## config.mk

```make
export PLATFORM = sky130hd
export DESIGN_NAME = mem_if
export DESIGN_NICKNAME = d
export VERILOG_FILES = /design/src/rtl/mem_if.sv
export SDC_FILE = /design/constraint.sdc
export NUM_CORES = 1
export LEC_CHECK = 0
export CAP_MARGIN = 20
export CORE_MARGIN = 2
export CORE_UTILIZATION = 35
export DETAILED_ROUTE_END_ITERATION = 7
export PLACE_DENSITY = 0.73
export SYNTH_ARGS = -nofsm -noshare
export SYNTH_HDL_FRONTEND = slang
export SYNTH_SLANG_ARGS = --single-unit
export TNS_END_PERCENT = 10
```

## constraint.sdc

```tcl
create_clock -name clk_i -period 3.1 [get_ports clk_i]
set_input_delay 0.31 -clock clk_i [delete_from_list [all_inputs] [get_ports clk_i]]
set_output_delay 0.31 -clock clk_i [all_outputs]
set_load 0.01 [all_outputs]
```

## src/rtl/mem_if.sv

```systemverilog
// mem_if: single-outstanding load/store stage between the core memory port
// and a word-addressed valid/ready bus, with lane alignment and extension.
module mem_if #(
    parameter int unsigned TIMEOUT = 0
) (
    input  logic        clk_i,
    input  logic        reset_i,
    input  logic        req_i,
    input  logic        we_i,
    input  logic [1:0]  size_i,
    input  logic        unsigned_i,
    input  logic [31:0] addr_i,
    input  logic [31:0] wdata_i,
    output logic [31:0] rdata_o,
    output logic        done_o,
    output logic        busy_o,
    output logic        misaligned_o,
    output logic        timeout_o,
    output logic        bus_valid_o,
    input  logic        bus_ready_i,
    output logic        bus_we_o,
    output logic [31:0] bus_addr_o,
    output logic [3:0]  bus_be_o,
    output logic [31:0] bus_wdata_o,
    input  logic [31:0] bus_rdata_i
);

    typedef enum logic [1:0] {
        IDLE,
        BUS,
        RESP
    } state_t;

    state_t state_q, state_d;

    logic        we_q;
    logic [1:0]  size_q;
    logic        uns_q;
    logic [31:0] addr_q;
    logic [3:0]  be_q;
    logic [31:0] wdata_q;
    logic [31:0] rdata_q;
    logic        mis_q;
    logic        to_q;
    logic [31:0] cnt_q;

    logic        fault;
    logic [3:0]  be_n;
    logic [31:0] wd_n;
    logic [7:0]  byte_sel;
    logic [15:0] half_sel;
    logic [31:0] ext;
    logic        to_hit;
    logic        capture;
    logic        accept;
    logic        abort;

    // request decode: alignment check, lane enables, lane replication
    always_comb begin
        fault = 1'b0;
        be_n  = 4'b0000;
        wd_n  = wdata_i;
        unique case (size_i)
            2'd0: begin
                be_n = 4'b0001 << addr_i[1:0];
                wd_n = {4{wdata_i[7:0]}};
            end
            2'd1: begin
                fault = addr_i[0];
                be_n  = 4'b0011 << addr_i[1:0];
                wd_n  = {2{wdata_i[15:0]}};
            end
            2'd2: begin
                fault = |addr_i[1:0];
                be_n  = 4'b1111;
            end
            default: begin
                fault = 1'b1;
            end
        endcase
    end

    always_comb begin
        byte_sel = bus_rdata_i[7:0];
        unique case (addr_q[1:0])
            2'd0: byte_sel = bus_rdata_i[7:0];
            2'd1: byte_sel = bus_rdata_i[15:8];
            2'd2: byte_sel = bus_rdata_i[23:16];
            2'd3: byte_sel = bus_rdata_i[31:24];
            default: byte_sel = bus_rdata_i[7:0];
        endcase
        half_sel = addr_q[1] ? bus_rdata_i[31:16] : bus_rdata_i[15:0];
    end

    always_comb begin
        ext = bus_rdata_i;
        unique case (size_q)
            2'd0: ext = uns_q ? {24'd0, byte_sel}
                              : {{24{byte_sel[7]}}, byte_sel};
            2'd1: ext = uns_q ? {16'd0, half_sel}
                              : {{16{half_sel[15]}}, half_sel};
            default: ext = bus_rdata_i;
        endcase
    end

    assign to_hit = (TIMEOUT != 0) && (cnt_q == TIMEOUT - 1);

    always_comb begin
        state_d = state_q;
        capture = 1'b0;
        accept  = 1'b0;
        abort   = 1'b0;
        unique case (state_q)
            IDLE: begin
                if (req_i) begin
                    capture = 1'b1;
                    state_d = fault ? RESP : BUS;
                end
            end
            BUS: begin
                // ready wins over an abort landing in the same cycle
                if (bus_ready_i) begin
                    accept  = 1'b1;
                    state_d = RESP;
                end else if (to_hit) begin
                    abort   = 1'b1;
                    state_d = RESP;
                end
            end
            RESP: begin
                state_d = IDLE;
            end
            default: begin
                state_d = IDLE;
            end
        endcase
    end

    always_ff @(posedge clk_i or negedge reset_i) begin
        if (!reset_i) begin
            state_q <= IDLE;
        end else begin
            state_q <= state_d;
        end
    end

    always_ff @(posedge clk_i or negedge reset_i) begin
        if (!reset_i) begin
            we_q    <= 1'b0;
            size_q  <= 2'd0;
            uns_q   <= 1'b0;
            addr_q  <= 32'd0;
            be_q    <= 4'd0;
            wdata_q <= 32'd0;
        end else if (capture) begin
            we_q    <= we_i;
            size_q  <= size_i;
            uns_q   <= unsigned_i;
            addr_q  <= {addr_i[31:2], 2'b00} | {30'd0, addr_i[1:0]};
            be_q    <= fault ? 4'd0 : be_n;
            wdata_q <= wd_n;
        end
    end

    always_ff @(posedge clk_i or negedge reset_i) begin
        if (!reset_i) begin
            rdata_q <= 32'd0;
            mis_q   <= 1'b0;
            to_q    <= 1'b0;
            cnt_q   <= 32'd0;
        end else begin
            if (capture) begin
                cnt_q <= 32'd0;
                mis_q <= fault;
                to_q  <= 1'b0;
                if (fault) begin
                    rdata_q <= 32'd0;
                end
            end
            if (accept) begin
                rdata_q <= we_q ? 32'd0 : ext;
                cnt_q   <= 32'd0;
            end else if (abort) begin
                rdata_q <= 32'd0;
                to_q    <= 1'b1;
                cnt_q   <= 32'd0;
            end else if (state_q == BUS) begin
                cnt_q <= cnt_q + 32'd1;
            end
            if (state_q == RESP) begin
                mis_q <= 1'b0;
                to_q  <= 1'b0;
            end
        end
    end

    assign rdata_o      = rdata_q;
    assign done_o       = (state_q == RESP);
    assign busy_o       = (state_q != IDLE);
    assign misaligned_o = mis_q;
    assign timeout_o    = to_q;
    assign bus_valid_o  = (state_q == BUS);
    assign bus_we_o     = bus_valid_o & we_q;
    assign bus_be_o     = bus_valid_o ? be_q : 4'd0;
    assign bus_addr_o   = {addr_q[31:2], 2'b00};
    assign bus_wdata_o  = wdata_q;

endmodule

```

==> flow_summary.yaml <==
outcome:
  outcome: "complete, but fails checks"
  violations: "hold timing"
clocking:
  cts_resized: 0
  cts_tree: "built"
  clk_latency_ps: 350
  cts_buffers: 9
  clock-sinks: 107
  postCtsSetupBuffers: 0
  h-tree-depth: 3
  cts_buffer_depth: 2
  path_clk_slew_ps: 70
  hold_buffers: 0
  cts_root_buf: "clkbuf_16"
sta:
  tns_ps: 0
  slew_headroom: 0.3279
  slew_viol_final: 0
  clock_skew_ps: 7.354
  tightestPinTransition_ps: 1004
  post-route-period-util: 0.7397
  max_freq_mhz: 436.1
  finalSetupViolations: 0
  hold_viol_final: 7
  holdWs_ps: -14.39
  finalCriticalPeriod_ps: 2293
  grt_setup_unrepaired: "no"
worst_setup_path:
  crit_family: "simple AND/OR/NAND/NOR gates"
  cp.arrival_ps: 2590
  crit_chain: "nor2b_1 > buf_4 > nand3b_2 > nor2_1 > a221o_2"
  endpoint_kind: "register"
  critPathKind: "register to register"
  r2r_cells: 5
  worstSetupStartpointType: "register"
  cpPeakStageDelay_ps: 900
  crit_buf_inv: 1
  reg2reg_slack_ps: 810
  crit_slowest_cell: "nor2_1"
  cp.required_ps: 3390
  cp.depth: 5
  path_max_fanout: 18
global_route:
  grt_pass1_wl_um: 23870
  grt_max_degree: 82
  use_met3: 0.05447
  grt_pass1_vias: 4611
  grtUsageMet2: 0.3004
  met1_usage: 0.2314
  grt_overflow: 0
  globalRouteTotalUtil: 0.1838
  antenna_found_initial: 0
  top_usage_layer: "met2"
routing:
  first_pass_iters: 6
  drtAntennaViolNets: 0
  post-route-drc-count: 0
  drt-total-wl_um: 15210
  vias_per_cell: 5.098
  drtIter0Drc: 264
  wire_per_inst_um: 16.72
  routed-via-count: 4639
worst_hold_path:
  min_path_type: "primary input to async pin"
yosys:
  synth_commonest_cells: "159 x nand2_1, 107 x dfrtp_1, 34 x buf_4, 34 x o21ai_0, 25 x a21oi_1"
  yosys.area.top_type: "dfrtp_1"
  synth-edff-count: 0
  yosys_warnings: 0
  syn_area_mm2: 0.005411
  synth_area_leaders: "dfrtp_1 49%, nand2_1 11%, buf_4 4.7%, mux2i_1 4.4%, mux4_1 3.4%"
  synth_cells: 562
  postSynthAreaPerCell_um2: 9.629
  async_reset_ff_frac: 1.000
  synth.most_common_cell: "nand2_1"
  synth_flop_cell: "dfrtp_1"
  yosysUniqueCellTypes: 40
  synth_top_area_share: 0.4948
  ys_ff_latch: 107
  ys_seq_area_frac: 0.4948
power:
  max-vdd-ir-drop_mv: 0.2888
  pwr_density_cell_mw_per_mm2: 702.9
  power_mw: 5.387
  total_leakage_power_nw: 3.486
die:
  die_w_um: 128.3
  ios: 210
  die_h_um: 128.3
  die_area_mm2: 0.01647
  row_count: 45
  core_mm2: 0.01515
  initial_core_util: 0.3573
job:
  maxCapViolCount: 0
final_layout:
  diodes: 0
  syn2layout_area_growth_pct: 41.62
  drive_gt1_frac: 0.08172
  nets: 821
placed_design:
  post-dp-hpwl_um: 11100
  io_buffer_count: 206
  gp_congestion: 0.8599
## cells in the final DEF (no fill, tap or decap), types with 2 or more instances in the layout
cell	count
a21oi_1	25
a221o_1	7
a221o_2	16
a22o_1	8
and2_1	5
buf_4	10
clkbuf_1	2
clkbuf_16	9
clkbuf_8	2
clkdlybuf4s50_1	205
clkinvlp_4	3
conb_1	3
dfrtp_1	107
inv_1	21
mux2_2	8
mux2_4	2
mux2i_1	24
mux4_1	7
nand2_1	158
nor2_1	23
nor2b_1	4
o21ai_0	34
o22ai_1	8
o2bb2ai_1	9
o31ai_1	3
## kinds of logic after synthesis
kind of cell	after synthesis	share of synthesized area
AOI/OAI and AO/OA	118	0.1600
xor gates and xnor gates	1	0.001619
buffers and inverters	95	0.09480
DFF	107	0.4948
muxes	41	0.1006
other	1	0.0006930
and+or+nand+nor	199	0.1475
## stage by stage
stage / instances / setup WS [ps] / util / hold WS [ps] / area (µm²)
floorplan: 564 / 1355 / - / 14.41 / 5419
global placement: 894 / 755.9 / 0.4873 / 388.0 / 7381
detailed placement: 894 / 611.3 / 0.4873 / 401.5 / 7381
CTS: 910 / 808.0 / 0.5060 / 15.47 / 7664
global route: 910 / 624.1 / 0.5060 / 49.89 / 7664
finish: 910 / 806.8 / 0.5060 / -14.39 / 7664
## layer usage
layer	vias to the layer above	routed length (µm)
met1	2211	6358
met3	23	1460
li1	2191	-
met2	214	7094
met5	-	0
met4	0	297
## flip-flops by register name, indices dropped and copies added (netlist names)
signal        flops
size_q            2
rdata_o          32
misaligned_o      1
we_q              1
be_q              4
bus_wdata_o      32
addr_q           32
uns_q             1
state_q           2
## power by group
| group | internal (mW) | switching (mW) | total [mW] |
|---|---|---|---|
| Sequential | 1.81 | 0.286 | 2.09 |
| Clock | 0.590 | 0.522 | 1.11 |
| Combinational | 1.19 | 0.989 | 2.18 |
| Total | 3.59 | 1.80 | 5.39 |
## worst paths after layout
kind,from,endpoint
setup / recovery,state_q[0],rdata_o[16]
hold / removal,reset_i,addr_q[2]
setup reg to reg,state_q[0],rdata_o[16]
hold reg to reg,be_q[0],be_q[0]
max in group asynchronous,reset_i,addr_q[16]
min in group clk_i,be_q[0],be_q[0]
## cell type report
type                            instances  area (µm²)
Fill cell                            1360        7482
Sequential cell                       107        2678
Multi-Input combinational cell        362        2242
Timing Repair Buffer                  216        2147
Clock buffer                           13       260.3
Tap cell                              188       235.2
Inverter                               21       78.83
Clock inverter                          3       22.52
(Power assumes the default switching activity.)
